--- config.mk ---
export PLATFORM = sky130hd
export DESIGN_NAME = led_frame_sequencer
export DESIGN_NICKNAME = d
export VERILOG_FILES = /design/src/rtl/led_frame_sequencer.sv
export SDC_FILE = /design/constraint.sdc
export NUM_CORES = 1
export LEC_CHECK = 0
export ABC_AREA = 1
export CAP_MARGIN = 20
export CORE_MARGIN = 1.5
export CORE_UTILIZATION = 38
export DETAILED_ROUTE_END_ITERATION = 6
export PLACE_DENSITY = 0.66
export SLEW_MARGIN = 5
export SYNTH_ARGS = -nofsm -noshare
export SYNTH_HDL_FRONTEND = slang
export SYNTH_SLANG_ARGS = --single-unit
--- constraint.sdc ---
create_clock -name clk -period 2.9 [get_ports clk]
set_input_delay 0.435 -clock clk [delete_from_list [all_inputs] [get_ports clk]]
set_output_delay 0.435 -clock clk [all_outputs]
set_load 0.005 [all_outputs]
--- src/rtl/led_frame_sequencer.sv ---
// Double-buffered LED frame sequencer: IDLE -> LOAD -> SEND -> GAP.
// Optional auto-refresh of the active frame is enabled by defining LED_AUTO_REFRESH_EN.
module led_frame_sequencer #(
  parameter int unsigned NUM_LEDS       = 6,
  parameter int unsigned GAP_CYCLES     = 32,
  parameter int unsigned REFRESH_CYCLES = 1000
) (
  input  logic                    clk,
  input  logic                    rst,
  input  logic                    wr_en,
  input  logic [2:0]              wr_idx,
  input  logic [23:0]             wr_color,
  input  logic                    commit,
  input  logic                    done,
  output logic [24*NUM_LEDS-1:0]  color_string,
  output logic                    load,
  output logic                    busy,
  output logic                    wr_err
);

  typedef enum logic [1:0] {IDLE, LOAD, SEND, GAP} state_e;

  localparam int unsigned GapW    = (GAP_CYCLES > 1) ? $clog2(GAP_CYCLES) : 1;
  localparam logic [GapW-1:0] GapLast = GapW'(GAP_CYCLES - 1);
  localparam logic [3:0]      IdxLim  = 4'(NUM_LEDS);

  state_e            state_q;
  logic [23:0]       shadow_q [NUM_LEDS];
  logic [23:0]       shadow_d [NUM_LEDS];
  logic [23:0]       active_q [NUM_LEDS];
  logic              pending_q;
  logic              wr_err_q;
  logic              done_q;
  logic              load_q;
  logic              busy_q;
  logic [GapW-1:0]   gap_q;
  logic              wr_valid;
  logic              refresh_due;

  assign wr_valid = wr_en && ({1'b0, wr_idx} < IdxLim);

  // The copy into the active frame uses shadow_d so a same-cycle write is included.
  always_comb begin
    shadow_d = shadow_q;
    if (wr_valid) begin
      shadow_d[wr_idx] = wr_color;
    end
  end

`ifdef LED_AUTO_REFRESH_EN
  localparam int unsigned RefW = $clog2(REFRESH_CYCLES + 1);
  logic [RefW-1:0] refresh_q;

  assign refresh_due = (refresh_q == RefW'(REFRESH_CYCLES - 1));

  // Counts consecutive quiet IDLE cycles; any departure from IDLE restarts it.
  always_ff @(posedge clk or negedge rst) begin
    if (!rst) begin
      refresh_q <= '0;
    end else if (state_q != IDLE || commit || pending_q || refresh_due) begin
      refresh_q <= '0;
    end else begin
      refresh_q <= refresh_q + 1'b1;
    end
  end
`else
  logic unused_refresh;
  assign unused_refresh = (REFRESH_CYCLES == 0);
  assign refresh_due    = 1'b0;
`endif

  always_ff @(posedge clk or negedge rst) begin
    if (!rst) begin
      state_q   <= IDLE;
      shadow_q  <= '{default: '0};
      active_q  <= '{default: '0};
      pending_q <= 1'b0;
      wr_err_q  <= 1'b0;
      done_q    <= 1'b0;
      load_q    <= 1'b0;
      busy_q    <= 1'b0;
      gap_q     <= '0;
    end else begin
      shadow_q <= shadow_d;
      done_q   <= done;
      load_q   <= 1'b0;
      if (wr_en && !wr_valid) begin
        wr_err_q <= 1'b1;
      end
      if (commit && state_q != IDLE) begin
        pending_q <= 1'b1;
      end
      case (state_q)
        IDLE: begin
          if (commit || pending_q) begin
            active_q  <= shadow_d;
            pending_q <= 1'b0;
            state_q   <= LOAD;
            load_q    <= 1'b1;
            busy_q    <= 1'b1;
          end else if (refresh_due) begin
            state_q <= LOAD;
            load_q  <= 1'b1;
            busy_q  <= 1'b1;
          end
        end
        LOAD: begin
          state_q <= SEND;
        end
        SEND: begin
          // Only a fresh low-to-high transition of done ends the frame.
          if (done && !done_q) begin
            state_q <= GAP;
            gap_q   <= '0;
          end
        end
        GAP: begin
          if (gap_q == GapLast) begin
            state_q <= IDLE;
            busy_q  <= 1'b0;
            gap_q   <= '0;
          end else begin
            gap_q <= gap_q + 1'b1;
          end
        end
        default: begin
          state_q <= IDLE;
          busy_q  <= 1'b0;
        end
      endcase
    end
  end

  for (genvar i = 0; i < int'(NUM_LEDS); i++) begin : g_pack
    assign color_string[24*(int'(NUM_LEDS)-i)-1 -: 24] = active_q[i];
  end

  assign load   = load_q;
  assign busy   = busy_q;
  assign wr_err = wr_err_q;

endmodule
==> results of run 1 <==
## cell usage in the layout (no fill, tap or decap), types with 11 or more instances in the layout
master           synthesis  final
nand3_1                150    150
clkbuf_8                 0     11
buf_4                    0     17
clkbuf_16                0     35
nand2_1                602    602
clkdlybuf4s50_1          0    177
inv_1                  183    183
dfrtp_1                300    300
o21a_1                  72     72
and2_1                  72     72
## worst max-delay path: stages (launching register included)
cell     delay, ns
dfrtp_1       0.38
inv_1         0.10
ha_1          0.29
o21ai_4       0.12
inv_4         0.51
buf_4         0.35
nand3_1       0.13
nand2_1       0.07
## per-stage QoR
step                std cells  utilization (%)  hold slack [ns]
finish                   2119             49.5            0.441
global route             2119             49.5            0.432
CTS                      2118             49.5            0.415
detailed placement       2057             45.9            0.456
global placement         2057             45.9            0.457
floorplan                1478                -            0.139
## worst min path at each step
stage / startpoint / to / slack (ns) / cells after the start
CTS: done / done_q$_DFF_PN0_ / 0.41 / 1
detailed placement: wr_err$_DFFE_PN0P_ / wr_err$_DFFE_PN0P_ / 0.46 / 1
global route: done / done_q$_DFF_PN0_ / 0.43 / 1
floorplan: rst / busy$_DFFE_PN0P_ / 0.14 / 0
global placement: busy$_DFFE_PN0P_ / busy$_DFFE_PN0P_ / 0.46 / 2
finish: done / done_q$_DFF_PN0_ / 0.44 / 1
## flip-flops by register name, indices dropped and copies added (netlist names)
register      flops
shadow_q        144
wr_err            1
done_q            1
pending_q         1
busy              1
gap_q             5
state_q           2
color_string    144
load              1
## cell type report
type | count | share of cell area, %
well taps | 442 | 3.41
diodes | 1 | 0.0154
flip-flops and latches | 300 | 46.3
inverters | 188 | 4.37
multi-input cells | 926 | 26.0
clock inverters | 6 | 0.672
clock buffers | 54 | 6.53
repair buffers | 202 | 12.6
## cell usage after synthesis, drive strengths merged, types with 2 or more instances
cell type  instances
a21oi              2
and2              72
buf               47
clkbuf            17
dfrtp            300
ha                 5
inv              188
nand2            602
nand3            150
nor2              13
o21a              72
o21ai              4
or2                2
## routing by layer
metal | vias to the layer above | GRT usage (%)
met5 | - | 0
met4 | 0 | 7.26
met3 | 54 | 3.35
met2 | 287 | 35.4
met1 | 4880 | 28.5
li1 | 4856 | -
## report_power, final
group          switching, mW  total, mW  internal (mW)
clock                   1.65       4.41           2.76
sequential             0.915       6.63           5.71
combinational           2.89       5.99           3.10
## logic make-up (layout without fill, tap and decap cells)
group                    after synthesis  count (layout)  share of synthesized area, %
adder cells (fa/ha/maj)                5               5                         0.492
AO/OA/AOI/OAI                         80              80                          4.62
AND/OR/NAND/NOR                      841             841                          27.9
buffers and inverters                252             450                          7.89
other                                  0               1                             0
flip-flops                           300             300                          59.1
==> run metrics, run 1 <==
status complete, no violations; worst r2r path cells 7; metal3 WL 2.14 mm; wl on met1 approximately 15 mm; leakage power 8.18 nW; Die Y 186 um; number of synthesized flops with an enable pin 0; clock sinks 300; post-place setup slack 0.673 ns; Final Skew 0.0162 ns; multi-input logic area 0.00422 mm^2; library cells used by synthesis 21; Post-synth ARST share 100%; prevailing post-synth register cell dfrtp_1; initial antenna violation count 1; first-pass GRT wire length 55.6 mm; FF+latch count, synth 300; Mapped Area 0.0127 mm^2; die area 0.0345 mm^2; CP endpoint kind flip-flop; vias per cell 4.76; Layout area overhead 27.5%; post-route ant nets 0; storage element area 0.00751 mm^2; top cells by area, synth dfrtp_1 (59%), nand2_1 (18%), nand3_1 (5.9%); Max clock buf depth 3; # nets final 1,689; Setup crit start kind flip-flop; r2r setup slk 0.86 ns; gpl congestion 0.778; Worst EP arrival 2.47 ns; CP required 3.33 ns; root buffer cell clkbuf_16; worst setup path endpoint color_string[84]$_DFFE_PN0P_; Vias between 10,000 and 15,000; post-DR wirelength/cell 16.8 um; critical path peak fanout 52; # setup viols final 0; Max Clk Rate 0.491 GHz; Starting DRT DRC Count 797; RSZ-0062 raised after global routing false; FF-to-FF End color_string[84]$_DFFE_PN0P_; CTS HTree Levels 2; Rel. slew slack approximately half; Final Hold Vio Count 0; fill cell total of the finished layout 3,073; TritonCTS clock tree done; clock latency on the worst-skew pair 0.50 ns; Pwr Density 1050 mW/mm^2; Global Route Usage Sum roughly a fifth; vias in the first global route 9,838; Mapped Avg Cell Area 8.60 um^2; Seq/Total Area, Yosys 59.1%; Final Power 17.0 mW; met2 wire len ~17 mm; post-synth top area cell dfrtp_1; post-CTS sizing 0; fin area 0.0162 mm^2; CP Launch Point state_q[0]$_DFFE_PN0P_; crit path kind reg -> reg; uppermost routed layer met4; Port Buf Inserts 178; CTS Hold Bufs 1; worst-margin pin slew between 0.7 and 0.8 ns; Die X 186 um; reg2reg start state_q[0]$_DFFE_PN0P_; Final WS setup 0.862 ns; Synth Instances 1,478; post-CTS setup repair buffer count 0; GRT Residual Overflow 0; HP Class in -> reg; Yosys Warn Count 0; CTS Buf Count 34; pin count of the biggest net entering global routing 146; max_cap viols 0; Synth Net Count around 1,500; Row Count 66; clk slew on worst S/H paths ~0.060 ns; DP HPWL around 22 mm; Final Slew Violations 0; DRC 0; total routed wirelength 35.5 mm; layout cells sized above 1 5.37%; Synth top area share 59.1%; fin crit share 70.3%; post-route minimum period 2.04 ns; initial core utilization 38.9%; peak supply drop ~800 uV; total negative setup slack 0 ns; Core Area 0.0327 mm^2; Area after DPL 0.0150 mm^2; I/O pin count 179; Pre-Repair DR Iteration Count 5
Note: power is estimated with default switching activity, not from simulation.
==> run 2: changes to the inputs <==
==> constraint.sdc (replaced) <==
create_clock -name clk -period 2.1 [get_ports clk]
set_input_delay 0.315 -clock clk [delete_from_list [all_inputs] [get_ports clk]]
set_output_delay 0.315 -clock clk [all_outputs]
set_load 0.005 [all_outputs]
==> run metrics, run 2 (synthesized netlist as in run 1, its figures left out) <==
status complete, no violations; CP max stage delay 0.53 ns (+0.02 ns); critical path depth in cells 1 (-6); Post-Layout Cell Count 2,133 (+0.66%); clk slew on worst S/H paths 0.06 ns (about the same); WP buf/inv 1 (-2); Layout area overhead 29.1%; CTS Buf Count 35 (+2.9%); commonest non-fill, non-tap cell in the layout nand2_1; pin count of the biggest net entering global routing 83 (-43%); most frequent cells in the layout nand2_1 (602), dfrtp_1 (300), inv_1 (183); initial antenna violation count 1 (unchanged); DP HPWL 23.1 mm (+3.0%); CP Cell Sequence clkdlybuf4s50_1; CP endpoint kind primary output; Setup crit start kind flip-flop; critical path peak fanout 2 (-96%); total negative setup slack 0 ns (unchanged); post-DR wirelength/cell 16.7 um (-0.24%); fin area 0.0164 mm^2 (+1.3%); clock sinks 300 (unchanged); peak supply drop 704 uV (-11%); Pre-Repair DR Iteration Count 5 (unchanged); initial core utilization 38.9% (unchanged); Die X 186 um (unchanged); Final Skew 0.0185 ns (+0.00233 ns); GRT Residual Overflow 0 (unchanged); Area after DPL 0.0152 mm^2 (+1.3%); r2r setup slk 0.33 ns (-0.53 ns); vias in the first global route 9,805 (-0.34%); RSZ-0062 raised after global routing false; vias per cell 4.75 (-0.12%); TritonCTS clock tree done; Final Power 23.6 mW (+39%); Vias 10,131 (+0.54%); CP max-delay cell clkdlybuf4s50_1; worst r2r path cells 7 (unchanged); I/O pin count 179 (unchanged); CTS HTree Levels 2 (unchanged); Row Count 66 (unchanged); # setup viols final 0 (unchanged); Starting DRT DRC Count 911 (+14%); Util after Layout 50.2% (+0.63 points); CP delay by family, top buffers and inverters; total routed wirelength 35.7 mm (+0.42%); fill cell total of the finished layout 3,120 (+1.5%); worst-margin pin slew 0.609 ns (-0.138 ns); Max clock buf depth 3 (unchanged); worst setup path endpoint color_string[74]; reg2reg start state_q[0]$_DFFE_PN0P_; post-route minimum period about 1.8 ns; clock latency on the worst-skew pair 0.52 ns (+0.02 ns); CP Launch Point color_string[74]$_DFFE_PN0P_; post-route ant nets 0 (unchanged); crit path kind reg -> out; Max Clk Rate 0.563 GHz; FF-to-FF End color_string[76]$_DFFE_PN0P_; Core Area 0.0327 mm^2 (unchanged); # nets final 1,702 (+0.77%); Pwr Density 1440 mW/mm^2 (+37%); die area 0.0345 mm^2 (unchanged); layout cells sized above 1 6.39% (+1.0 points); Port Buf Inserts 178 (unchanged); DRC 0 (unchanged); Final Slew Violations 0 (unchanged); Final Hold Vio Count 0 (unchanged); max_cap viols 0 (unchanged); Final WS setup 0.324 ns (-0.538 ns); Die Y 186 um (unchanged); leakage power 8.28 nW (+1.2%); Global Route Usage Sum 21.2% (-0.16 points); first-pass GRT wire length 55.6 mm (about the same); post-place setup slack 0.133 ns (-0.540 ns); Worst EP arrival 1.46 ns (-1.01 ns); gpl congestion 0.776 (-0.22%); hold slack 0.303 ns (-0.139 ns); CP required 1.78 ns (-1.55 ns); DP Cell Count 2,069 (+0.58%); HP Class in -> async; root buffer cell clkbuf_16; Rel. slew slack 59.4% (+9.1 points); post-CTS sizing 0 (unchanged); fin crit share 84.6%
run 2: cell types whose count changed in the layout (fill, tap and decap cells not counted):
| cell | previous run | this run |
|---|---|---|
| buf_12 | 6 | 15 |
| clkbuf_1 | 8 | 4 |
| buf_4 | 17 | 20 |
| clkinv_2 | 2 | 5 |
| inv_6 | 1 | 3 |
| bufinv_16 | 3 | 2 |
| clkinv_4 | 0 | 1 |
| clkinvlp_4 | 0 | 1 |
run 2: worst min-delay path by stage:
stage | startpoint | slack (ns) | cells past startpoint | end
2_1_floorplan | rst | 0.02 | 0 | busy$_DFFE_PN0P_
3_3_place_gp | rst | 0.23 | 1 | shadow_q[102]$_DFF_PN0_
3_5_place_dp | rst | 0.23 | 1 | shadow_q[87]$_DFF_PN0_
4_1_cts | done | 0.30 | 1 | done_q$_DFF_PN0_
5_1_grt | done | 0.31 | 1 | done_q$_DFF_PN0_
6_report | rst | 0.30 | 2 | shadow_q[87]$_DFF_PN0_
run 2: cell type report:
cell class	count	area [um^2]	share of cell area [%]
antenna	1	2.50	0.0153
clock buffer	50	1040	6.35
clock inverter	12	128	0.778
inverter	188	708	4.32
multi-input combinational	926	4220	25.7
sequential	300	7510	45.8
tap	442	553	3.37
timing repair buffer	214	2250	13.7
run 2: power breakdown:
group	switching [mW]	internal [mW]
combinational	4.04	4.32
clock	2.41	3.71
sequential	1.25	7.89
run 2: layer usage:
metal,up-vias,part of all wire [%],global-route usage (%)
met5,-,0,0
met4,0,2.9,6.90
met3,65,5.6,3.66
met2,274,47,34.0
met1,4913,45,29.2
li1,4879,-,-
run 2: what timing repair did:
action / 4_1_cts / 5_1_grt
setup buffers: 0 / 0
endpoints found under the hold margin: 36 / 0
hold buffers: 1 / 0
